===== src/rtl/regfile_wb_arbiter.sv =====
// ----------------------------------------------------------------------------
// regfile_wb_arbiter
//
// Write-side master for the register file. The single write port
// (wEna/wAddr/wDin) is shared between the one-cycle pipeline writeback (ALU)
// and results from long-latency units (load/mul/div).
//
// Long-latency results are first queued in a small FIFO. Each cycle the port
// is given to the ALU if it is writing; otherwise the FIFO head is drained.
// A per-register scoreboard (pending) marks destinations of in-flight
// long-latency ops so that decode can stall on RAW hazards.
//
// Optional build macro:
//   WB_STALL_CNT_EN - adds a 16-bit saturating stall_cnt output. It counts
//                     the cycles in which the FIFO held data but lost
//                     arbitration to an ALU write.
//
// Parameters:
//   DATA_W     - data width of the register file and all result buses
//   ADDR_W     - register address width (2**ADDR_W registers)
//   FIFO_DEPTH - long-latency result buffer entries (power of two, >= 2)
//
// Ports:
//   clk, rst_n              clock, asynchronous active-low reset
//   alu_wen/waddr/wdata     pipeline writeback, valid this cycle only
//   lu_valid/ready          long-latency result handshake (ready = !full)
//   lu_waddr/wdata          long-latency result destination and data
//   iss_valid/iss_waddr     long-latency op issued, with its destination
//   wEna/wAddr/wDin         registered register-file write port
//   pending                 scoreboard, bit n = register n awaits a result
//   err_waw                 sticky write-after-write diagnostic
//   stall_cnt               (WB_STALL_CNT_EN only) FIFO stall cycle count
// ----------------------------------------------------------------------------
module regfile_wb_arbiter #(
    parameter int DATA_W     = 32,
    parameter int ADDR_W     = 5,
    parameter int FIFO_DEPTH = 2
) (
    input  logic                   clk,
    input  logic                   rst_n,

    input  logic                   alu_wen,
    input  logic [ADDR_W-1:0]      alu_waddr,
    input  logic [DATA_W-1:0]      alu_wdata,

    input  logic                   lu_valid,
    output logic                   lu_ready,
    input  logic [ADDR_W-1:0]      lu_waddr,
    input  logic [DATA_W-1:0]      lu_wdata,

    input  logic                   iss_valid,
    input  logic [ADDR_W-1:0]      iss_waddr,

    output logic                   wEna,
    output logic [ADDR_W-1:0]      wAddr,
    output logic [DATA_W-1:0]      wDin,

    output logic [(2**ADDR_W)-1:0] pending,
    output logic                   err_waw
`ifdef WB_STALL_CNT_EN
    ,
    output logic [15:0]            stall_cnt
`endif
);

    localparam int NREG  = 2**ADDR_W;
    localparam int PTR_W = (FIFO_DEPTH > 1) ? $clog2(FIFO_DEPTH) : 1;
    localparam logic [PTR_W:0] FULL_CNT = (PTR_W+1)'(FIFO_DEPTH);

    // ------------------------------------------------------------------
    // Result FIFO storage and pointers
    // ------------------------------------------------------------------
    logic [ADDR_W-1:0] fifoAddr [FIFO_DEPTH];
    logic [DATA_W-1:0] fifoData [FIFO_DEPTH];
    logic [PTR_W-1:0]  wrPtr;
    logic [PTR_W-1:0]  rdPtr;
    logic [PTR_W:0]    count;

    logic fifoEmpty;
    logic fifoFull;
    logic aluHit;
    logic issHit;
    logic pushEn;
    logic popEn;

    logic [ADDR_W-1:0] headAddr;
    logic [DATA_W-1:0] headData;

    logic [NREG-1:0] setMask;
    logic [NREG-1:0] clrMask;
    logic [NREG-1:0] pendingNext;
    logic            wawHit;

    assign fifoEmpty = (count == '0);
    assign fifoFull  = (count == FULL_CNT);

    // Ready is derived from the current occupancy only, so a full FIFO
    // refuses a push even in a cycle where it is also being drained.
    assign lu_ready  = !fifoFull;

    // Register 0 is hard-wired: requests targeting it are dropped here.
    assign aluHit    = alu_wen && (alu_waddr != '0);
    assign issHit    = iss_valid && (iss_waddr != '0);

    // An lu result for register 0 still completes its handshake, but is
    // never stored.
    assign pushEn    = lu_valid && lu_ready && (lu_waddr != '0);

    // ALU has priority; the FIFO drains only in cycles the ALU is silent.
    assign popEn     = !aluHit && !fifoEmpty;

    assign headAddr  = fifoAddr[rdPtr];
    assign headData  = fifoData[rdPtr];

    // Data storage needs no reset: the occupancy count says what is valid.
    always_ff @(posedge clk) begin
        if (pushEn) begin
            fifoAddr[wrPtr] <= lu_waddr;
            fifoData[wrPtr] <= lu_wdata;
        end
    end

    // Pointers wrap naturally because FIFO_DEPTH is a power of two.
    always_ff @(posedge clk or negedge rst_n) begin
        if (!rst_n) begin
            wrPtr <= '0;
            rdPtr <= '0;
            count <= '0;
        end else begin
            if (pushEn) begin
                wrPtr <= wrPtr + 1'b1;
            end
            if (popEn) begin
                rdPtr <= rdPtr + 1'b1;
            end
            case ({pushEn, popEn})
                2'b10:   count <= count + 1'b1;
                2'b01:   count <= count - 1'b1;
                default: count <= count;
            endcase
        end
    end

    // ------------------------------------------------------------------
    // Write port: registered, one cycle after source selection.
    // Address/data hold their last values when no write is issued.
    // ------------------------------------------------------------------
    always_ff @(posedge clk or negedge rst_n) begin
        if (!rst_n) begin
            wEna  <= 1'b0;
            wAddr <= '0;
            wDin  <= '0;
        end else if (aluHit) begin
            wEna  <= 1'b1;
            wAddr <= alu_waddr;
            wDin  <= alu_wdata;
        end else if (popEn) begin
            wEna  <= 1'b1;
            wAddr <= headAddr;
            wDin  <= headData;
        end else begin
            wEna  <= 1'b0;
        end
    end

    // ------------------------------------------------------------------
    // Scoreboard. The clear is applied before the set so that an issue
    // to a register in the same cycle its older result retires leaves
    // the bit set for the new op.
    // ------------------------------------------------------------------
    always_comb begin
        setMask = '0;
        clrMask = '0;
        if (issHit) begin
            setMask[iss_waddr] = 1'b1;
        end
        if (popEn) begin
            clrMask[headAddr] = 1'b1;
        end
        pendingNext = (pending & ~clrMask) | setMask;
    end

    always_ff @(posedge clk or negedge rst_n) begin
        if (!rst_n) begin
            pending <= '0;
        end else begin
            pending <= pendingNext;
        end
    end

    // WAW diagnostic: a new producer for a register that still has a
    // long-latency result outstanding. The write itself proceeds.
    assign wawHit = (issHit && pending[iss_waddr]) ||
                    (aluHit && pending[alu_waddr]);

    always_ff @(posedge clk or negedge rst_n) begin
        if (!rst_n) begin
            err_waw <= 1'b0;
        end else if (wawHit) begin
            err_waw <= 1'b1;
        end
    end

`ifdef WB_STALL_CNT_EN
    // Counts cycles where buffered results were held back by the ALU.
    always_ff @(posedge clk or negedge rst_n) begin
        if (!rst_n) begin
            stall_cnt <= '0;
        end else if (aluHit && !fifoEmpty && (stall_cnt != 16'hFFFF)) begin
            stall_cnt <= stall_cnt + 16'd1;
        end
    end
`endif

endmodule


===== config.mk =====
export PLATFORM = sky130hd
export DESIGN_NAME = regfile_wb_arbiter
export DESIGN_NICKNAME = d
export VERILOG_FILES = /design/src/rtl/regfile_wb_arbiter.sv
export SDC_FILE = /design/constraint.sdc
export NUM_CORES = 1
export LEC_CHECK = 0
export ABC_AREA = 1
export CAP_MARGIN = 20
export CORE_UTILIZATION = 50
export DETAILED_ROUTE_END_ITERATION = 16
export GPL_ROUTABILITY_DRIVEN = 0
export PLACE_DENSITY = 0.85
export SYNTH_ARGS = -nofsm -noshare
export SYNTH_HDL_FRONTEND = slang
export SYNTH_SLANG_ARGS = --single-unit

===== constraint.sdc =====
create_clock -name clk -period 3.3 [get_ports clk]
set_clock_uncertainty 0.05 [all_clocks]
set_input_delay 0.66 -clock clk [delete_from_list [all_inputs] [get_ports clk]]
set_output_delay 0.66 -clock clk [all_outputs]
set_load 0.02 [all_outputs]

== Word level (Yosys, flattened, before mapping) ==
Memory sizes are Yosys's and may differ from the RTL's.
Cells that the tools add are included.

* Bits in registers: 75
* Memory bits (writable): 74
* Input port bits: 84
* Output and inout bits: 72
* Logic and storage cells: 63
* Memories kept: 2

* $add $sub $neg: 4
* $lt $le $gt $ge: 5
* Equality and inequality tests: 3
* Mux-type cells: 19
* Bitwise logic cells: 3
* Reduce and logical (&&, ||, !) cells: 19

{| class="wikitable"
|+ Memory list
! name !! words !! width !! read ports !! clocked after Yosys merged registers in !! wr ports !! RTL line !! source
|-
| fifoData || 2 || 32 || 1 || 0 || 1 || 74 || <nowiki>logic [DATA_W-1:0] fifoData [FIFO_DEPTH];</nowiki>
|-
| fifoAddr || 2 || 5 || 1 || 0 || 1 || 73 || <nowiki>logic [ADDR_W-1:0] fifoAddr [FIFO_DEPTH];</nowiki>
|}

{| class="wikitable"
|+ Operators with widths
! kind !! number
|-
| 32-bit two-way mux || 4
|-
| 32-bit AND || 1
|-
| 32-bit inverter || 1
|-
| 32-bit bitwise OR || 1
|-
| 5-bit by 6-bit less-than comparator with 1-bit output, second input constant || 3
|-
| 5-bit nonzero test || 3
|-
| 1-bit binary-select mux with 5-bit select || 2
|-
| 1-bit demux with 5-bit select || 2
|-
| 5-bit by 1-bit >= comparator with 1-bit output, second input constant || 2
|-
| 5-bit two-way mux || 2
|-
| 1-bit logical AND || 9
|-
| 1-bit two-way mux || 8
|-
| 2-bit equality test, second input constant || 2
|-
| 2-bit case mux with 2 select lines || 1
|-
| 2-bit nonzero test || 2
|-
| 1-bit logical NOT || 3
|-
| 1-bit adder, second input constant || 2
|-
| 2-bit by 1-bit adder with 2-bit output, second input constant || 1
|-
| 2-bit by 1-bit equality test with 1-bit output, second input constant || 1
|-
| 2-bit logical NOT || 1
|-
| 2-bit by 1-bit subtractor with 2-bit output, second input constant || 1
|-
| 1-bit logical OR || 1
|}

== Logic depth before layout (Yosys ltp) ==
Gate-level depths: netlist of the first run.
An unclocked memory read counts as a cell.

* Word-level depth: 9
* Mapped depth: 12
* Depth with buffers taken out: 11

== Worst setup path after synthesis of the first run ==
OpenSTA, ideal clock, no wires.

* Path kind: input port to flip-flop
* From: in lu_waddr[3]
* To: mem fifoAddr[0][0], enable pin
* Setup time: 0.431 ns
* Arrival: 2.464 ns
* Required time: 2.819 ns
* Slack: 0.355 ns
* Stages: 4
* Buffers on the path: 0
* Cells stage by stage: nor3_1 nand2_1 nand3_1 nor2_1

* Longest elaborated chain between the ends: 4

{| class="wikitable"
|+ Ends and longest elaborated chain
! item !! RTL line !! source
|-
| from (decl) || 48 || <nowiki>input logic [ADDR_W-1:0] lu_waddr,</nowiki>
|-
| 5-bit nonzero test || 107 || <nowiki>assign pushEn = lu_valid && lu_ready && (lu_waddr != '0);</nowiki>
|-
| 1-bit logical AND || 107 ||
|-
| 1-bit two-way mux || 117 || <nowiki>if (pushEn) begin</nowiki>
|-
| 1-bit two-way mux (not written as such) || 118 || <nowiki>fifoAddr[wrPtr] <= lu_waddr;</nowiki>
|-
| to (decl) || 73 ||
|}

Every way passes these cells.

== Final worst setup path of the first run ==
* From: in alu_waddr[1]
* To: reg count[1]

* Longest elaborated chain between the ends: 6
* Elaborated cells on any way between the ends: 8
* Those cells by class: eq/ne: 2; mux: 1; reduce/logical: 5

{| class="wikitable"
|+ Ends and longest elaborated chain
! item !! RTL line !! source
|-
| from (decl) || 43 || <nowiki>input logic [ADDR_W-1:0] alu_waddr,</nowiki>
|-
| 5-bit nonzero test (*) || 102 || <nowiki>assign aluHit = alu_wen && (alu_waddr != '0);</nowiki>
|-
| 1-bit logical AND (*) || 102 ||
|-
| 1-bit logical NOT (*) || 110 || <nowiki>assign popEn = !aluHit && !fifoEmpty;</nowiki>
|-
| 1-bit logical AND (*) || 110 ||
|-
| 2-bit by 1-bit equality test with 1-bit output or 2-bit equality test (tied branches) || 136 || <nowiki>case ({pushEn, popEn})</nowiki>
|-
| 2-bit case mux with 2 select lines or 2-bit nonzero test (tied branches) || n/a ||
|-
| to (signal assigned) || 137 || <nowiki>2'b10: count <= count + 1'b1;</nowiki>
|-
| to (signal assigned) || 138 || <nowiki>2'b01: count <= count - 1'b1;</nowiki>
|-
| to (signal assigned) || 139 || <nowiki>default: count <= count;</nowiki>
|-
| to (decl) || 77 || <nowiki>logic [PTR_W:0] count;</nowiki>
|}

Mark *: on every way between the ends. The rest lies on a longest branch, timed or not.
A chain may end at the register's enable or synchronous reset.

==> results of run 1 <==
## power by group through the flow
stage               clock, mW  combinational (mW)  sequential (mW)
floorplan                   0                1.38             3.41
global placement            0                3.04             3.05
detailed placement          0                3.11             3.07
CTS                      1.98                3.13             3.05
global route             2.06                3.37             3.12
finish                   1.96                3.13             3.07
## synth_stat cells (4+ instances only)
cell,n
a21oi_1,6
buf_2,12
buf_6,5
dfrtp_1,75
edfxtp_1,74
inv_1,31
inv_2,9
mux2i_1,11
nand2_1,236
nand2_2,4
nand3_1,31
nor2_1,45
nor3_1,8
o211ai_1,12
o21ai_0,31
o21ai_1,46
o21ai_2,5
o311ai_2,6
o31ai_1,7
or2_1,4
## worst max-delay path by stage
stage | end | slack, ns | start | cells after the start
6_report | count[1] | 0.77 | alu_waddr[1] | 10
5_1_grt | count[1] | 0.68 | alu_waddr[1] | 10
3_5_place_dp | count[1] | 0.36 | alu_waddr[1] | 10
3_3_place_gp | count[1] | 0.42 | alu_waddr[1] | 10
2_1_floorplan | fifoAddr[0][0] | 0.35 | lu_waddr[3] | 4
4_1_cts | count[1] | 0.79 | alu_waddr[1] | 10
## flip-flops by register name (all words and copies together), names as in the netlist
register  flops
pending      32
fifoAddr     10
wAddr         5
rdPtr         1
err_waw       1
wrPtr         1
count         2
wEna          1
wDin         32
fifoData     64
## metal layers
| layer | vias up | track usage | wire, um |
|---|---|---|---|
| met2 | 303 | 0.436 | 8740 |
| met1 | 2714 | 0.341 | 7120 |
| met3 | 31 | 0.0767 | 1570 |
| li1 | 2631 | - | - |
| met4 | 2 | 0.104 | 295 |
| met5 | - | 0 | 13 |
## kinds of logic (layout without fill, tap and decap cells)
| group | count (synthesis) | count (layout) | synth area share |
|---|---|---|---|
| simple gates | 340 | 340 | 0.214 |
| flops | 149 | 149 | 0.608 |
| compound gates | 117 | 117 | 0.110 |
| buf+inv | 64 | 236 | 0.0449 |
| mux | 11 | 11 | 0.0163 |
| xor+xnor | 4 | 4 | 0.00520 |
| fa+ha+maj | 1 | 1 | 0.00185 |
## area by class of cell
class                   instances  share of cell area
clock buffers                  22              0.0524
clock inverters                10              0.0142
inverters                      41              0.0172
multi-input cells             473               0.260
flip-flops and latches        149               0.452
well taps                     176              0.0243
repair buffers                163               0.180
## cell usage in the layout, fill, tap and decap left out, types with 2 or more instances in the layout
| master | instances |
|---|---|
| a21oi_1 | 6 |
| buf_4 | 8 |
| bufinv_16 | 3 |
| clkbuf_1 | 3 |
| clkbuf_16 | 18 |
| clkdlybuf4s50_1 | 154 |
| clkinv_2 | 4 |
| clkinvlp_4 | 2 |
| dfrtp_1 | 74 |
| edfxtp_1 | 74 |
| inv_1 | 31 |
| inv_2 | 9 |
| mux2i_1 | 11 |
| nand2_1 | 236 |
| nand2_2 | 4 |
| nand3_1 | 31 |
| nor2_1 | 43 |
| nor2_4 | 4 |
| nor3_1 | 8 |
| o211ai_1 | 12 |
| o21ai_0 | 31 |
| o21ai_1 | 46 |
| o21ai_2 | 5 |
| o311ai_0 | 2 |
| o311ai_2 | 6 |
| o31ai_1 | 7 |
| or2_1 | 4 |
| xnor2_1 | 2 |
| xor2_1 | 2 |
## worst max-delay path: stages
cell	delay, ns
clkdlybuf4s50_1	0.58
nor2_2	0.17
nand4_2	0.11
nand2_4	0.17
nand2_8	0.20
inv_4	0.23
ha_1	0.29
a21oi_1	0.12
o21ai_0	0.11
xnor2_1	0.14
## per-stage QoR
stage	hold slack, ns	total power [mW]
after floorplan	0.314	4.79
after global placement	0.401	6.10
after detailed placement	0.405	6.18
after CTS	0.399	8.16
after global routing	0.0935	8.55
final	0.0860	8.15
==> impl_metrics.json, run 1 <==
{
  "n_fill_cell": 977,
  "ctsLongestPathBuffers": 2,
  "first_iter_violations": 526,
  "htreeDepth": 4,
  "fin_crit_sh": 0.768,
  "min_period_ns": 2.53,
  "fin_ws_ns": 0.765,
  "fmaxAchievable_mhz": 394,
  "syn_to_final_growth_pct": 34.5,
  "path_class": "input pin to register",
  "pwr-share-seq": 0.376,
  "fin_nets": 930,
  "synth.area.top_cells": "edfxtp_1 33%, dfrtp_1 28%, nand2_1 13%",
  "placed_area_mm2": 0.00844,
  "multiInputGateArea_mm2": 0.00236,
  "wl_per_cell_um": 17.2,
  "drive_gt1_frac": 0.0897,
  "p_int_mw": 5.12,
  "cp-start-kind": "input pin",
  "status": "completed",
  "cts_setup_buffers": 0,
  "clock_latency_ns": 0.42,
  "r2r-start": "count[1]",
  "synth_edf_count": 74,
  "avgViaCountPerCell": 5.49,
  "num_vias": 5681,
  "leakage_nw": 3.70,
  "die_w_um": 118,
  "max-vdd-ir-drop_v": 0.000533,
  "rrSetupSlack_ns": 1.18,
  "synth_cell_type_count": 41,
  "cts_resized": 0,
  "grt_usage": 0.269,
  "slew_violations": 0,
  "grt_pass1_vias": 5647,
  "tns_ns": 0,
  "drc": 0,
  "final_cell_area_mm2": 0.00907,
  "cts_made_buffers": 17,
  "rows": 42,
  "setup-violations-final": 0,
  "seqCellArea_mm2": 0.00410,
  "diodes": 0,
  "r2r_cells": 8,
  "io_buffers": 155,
  "final_core_util": 0.687,
  "end_kind": "register",
  "tightest_slew_ns": 0.712,
  "yosysWarnings": 0,
  "drtAntennaViolNets": 0,
  "slew_headroom": 0.525,
  "io_pins": 156,
  "grt_pass1_wl_um": 28700,
  "wirelength_um": 17700,
  "grt_max_degree": 76,
  "ys_seq_area_frac": 0.608,
  "synth_fp_nets": 771,
  "initial_core_util": 0.511,
  "ys.flop_type": "dfrtp_1",
  "cts-root-buf": "clkbuf_16",
  "dp_cells": 1001,
  "netlist_instances": 686,
  "cap_violations": 0,
  "core-area_mm2": 0.0132,
  "drt-pass1-iter-count": 7,
  "syn_area_mm2": 0.00674,
  "place_ws_ns": 0.356,
  "fin_cells": 1034,
  "cp_max_fo": 26,
  "synth.avg_cell_area_um2": 9.83,
  "rsz0062_at_grt": "no",
  "cts.sinks": 149,
  "dieArea_mm2": 0.0140,
  "die_h_um": 118,
  "r2r-end": "count[1]",
  "path_clk_slew_ns": 0.06,
  "hpwl_um": 12100,
  "grt_overflow": 0,
  "ys_ff_latch": 149,
  "clkPwrFrac": 0.241,
  "pwr_density_cell_mw_per_mm2": 899,
  "yosysTopAreaCell": "edfxtp_1",
  "switchingPower_mw": 3.03,
  "finalHoldViolCount": 0,
  "hold_buffers": 0,
  "cp.arrival_ns": 2.78,
  "hp-class": "input pin to asynchronous set/reset pin",
  "required_ns": 3.54,
  "yosysTopAreaCellShare": 0.329,
  "async_flop_share": 0.503,
  "pwr-share-comb": 0.383,
  "cts_tree": "built",
  "antenna_found_initial": 1,
  "switching_share": 0.371
}
(Power assumes the default switching activity.)
==> run 2, diff against run 1 <==
==> constraint.sdc (replaced) <==
create_clock -name clk -period 2.48 [get_ports clk]
set_clock_uncertainty 0.05 [all_clocks]
set_input_delay 0.496 -clock clk [delete_from_list [all_inputs] [get_ports clk]]
set_output_delay 0.496 -clock clk [all_outputs]
set_load 0.02 [all_outputs]
==> run 2 against run 1 <==
Against the previous run:
- critical path depth fell by 7
- sequential share of layout area down 0.71 points
- core utilization rose by 1.1 points
- combinational power grew 36%
- global-route usage grew 0.36 points
- highest routed layer is now met4
==> impl_metrics.json, run 2 (same netlist as run 1, synthesis figures left out) <==
{
  "avgViaCountPerCell": 5.49,
  "htreeDepth": 4,
  "clock_latency_ns": 0.41,
  "layout_top_registers": "fifoData x64, pending x32, wDin x32",
  "leakage_nw": 3.79,
  "largest_reg_flops": 64,
  "largest-register": "fifoData",
  "tns_ns": 0,
  "grt_usage": 0.272,
  "cp_max_fo": 5,
  "io_pins": 156,
  "cts_resized": 0,
  "r2r-start": "rdPtr",
  "cts_tree": "built",
  "max-vdd-ir-drop_v": 0.000697,
  "end_kind": "output pin",
  "final_core_util": 0.698,
  "slowest_delay_ns": 0.62,
  "p_int_mw": 6.82,
  "placed_area_mm2": 0.00862,
  "grt_pass1_vias": 5827,
  "fmaxAchievable_mhz": 459,
  "rows": 42,
  "switching_share": 0.372,
  "cp.arrival_ns": 1.63,
  "die_w_um": 118,
  "path_class": "register to output pin",
  "core-area_mm2": 0.0132,
  "slew_violations": 0,
  "final_cell_mix": "236 x nand2_1, 154 x clkdlybuf4s50_1, 74 x dfrtp_1, 74 x edfxtp_1, 46 x o21ai_1",
  "seqCellArea_mm2": 0.00410,
  "n_fill_cell": 931,
  "cap_violations": 0,
  "r2r-end": "pending[11]",
  "drc": 0,
  "wirelength_um": 18200,
  "path_clk_slew_ns": 0.06,
  "num_vias": 5773,
  "cp.depth": 3,
  "setup-violations-final": 0,
  "hpwl_um": 12800,
  "drtAntennaViolNets": 0,
  "hp-class": "input pin to asynchronous set/reset pin",
  "drt-pass1-iter-count": 5,
  "diodes": 0,
  "hold_ws_ns": 0.0442,
  "drive_gt1_frac": 0.106,
  "pwr-share-comb": 0.393,
  "syn_to_final_growth_pct": 36.6,
  "fin_nets": 947,
  "initial_core_util": 0.511,
  "grt_overflow": 0,
  "cts_made_buffers": 17,
  "grt_pass1_wl_um": 29200,
  "hold_buffers": 0,
  "crit_slowest_cell": "clkdlybuf4s50_1",
  "cts.sinks": 149,
  "status": "completed",
  "cp_num_buf_inv": 2,
  "antenna_found_initial": 0,
  "multiInputGateArea_mm2": 0.00236,
  "cp-start-kind": "register",
  "crit_chain": "inv_1 -> nand2_1 -> clkdlybuf4s50_1",
  "cpLargestDelayFamily": "buffers and inverters",
  "finalHoldViolCount": 0,
  "grt_max_degree": 48,
  "rrSetupSlack_ns": 0.62,
  "startpoint": "count[0]",
  "required_ns": 1.93,
  "pwr_density_cell_mw_per_mm2": 1180,
  "tightest_slew_ns": 0.625,
  "clkPwrFrac": 0.229,
  "cts_setup_buffers": 0,
  "wl_per_cell_um": 17.3,
  "rsz0062_at_grt": "no",
  "r2r_cells": 6,
  "cts-root-buf": "clkbuf_16",
  "ctsLongestPathBuffers": 2,
  "dieArea_mm2": 0.0140,
  "pwr-share-seq": 0.377,
  "min_period_ns": 2.18,
  "switchingPower_mw": 4.04,
  "first_iter_violations": 454,
  "io_buffers": 155,
  "die_h_um": 118,
  "final_cell_area_mm2": 0.00921,
  "layout_commonest_cell": "nand2_1",
  "slew_headroom": 0.583,
  "fin_crit_sh": 0.878
}
## run 2: cell count changes in the layout (fill, tap and decap cells not counted), moves of 2 or more
cell / previous run / this run
buf_4: 8 / 22
buf_12: 0 / 4
bufinv_16: 3 / 0
clkbuf_16: 18 / 21
clkbuf_1: 3 / 5
clkinv_2: 4 / 2
## run 2: how the worst max path moves through the flow
stage | to | slack, ns
2_1_floorplan | fifoAddr[0][0] | -0.38
4_1_cts | lu_ready | 0.30
3_5_place_dp | count[1] | 0.1
3_3_place_gp | count[1] | 0.16
5_1_grt | lu_ready | 0.26
6_report | lu_ready | 0.30
## run 2: power by group through the flow
stage                     sequential, mW  combinational [mW]  clock (mW)
after floorplan                     4.54                1.84           0
after CTS                           4.09                4.28        2.52
after detailed placement            4.11                4.24           0
final                               4.10                4.27        2.49
after global placement              4.09                4.14           0
after global routing                4.19                4.60        2.63
## run 2: routing by layer
layer | track usage | wire, um | part of all wire
met5 | 0 | 0 | 0
met4 | 0.125 | 461 | 0.025
met3 | 0.0695 | 1710 | 0.094
met2 | 0.451 | 8950 | 0.49
met1 | 0.335 | 7110 | 0.39
## run 2: final cells by class
class | count | area share
Inverter | 41 | 0.0170
Timing Repair Buffer | 180 | 0.194
Multi-Input combinational cell | 473 | 0.256
Clock buffer | 27 | 0.0606
Tap cell | 176 | 0.0239
Clock inverter | 5 | 0.00353
Sequential cell | 149 | 0.445
## run 2: through the flow
step	std cells	setup slack (ns)	power [mW]
finish	1051	0.303	10.9
global route	1051	0.257	11.4
CTS	1051	0.297	10.9
detailed placement	1019	0.0991	8.35
global placement	1019	0.164	8.23
floorplan	686	-0.383	6.37
## run 2: worst reg2reg max path: stages (launching register included)
cell and delay [ns]:
dfrtp_2 0.52, inv_2 0.20, or2_1 0.26, o21ai_2 0.17, nand3_1 0.24, o21ai_1 0.20, o21ai_1 0.09
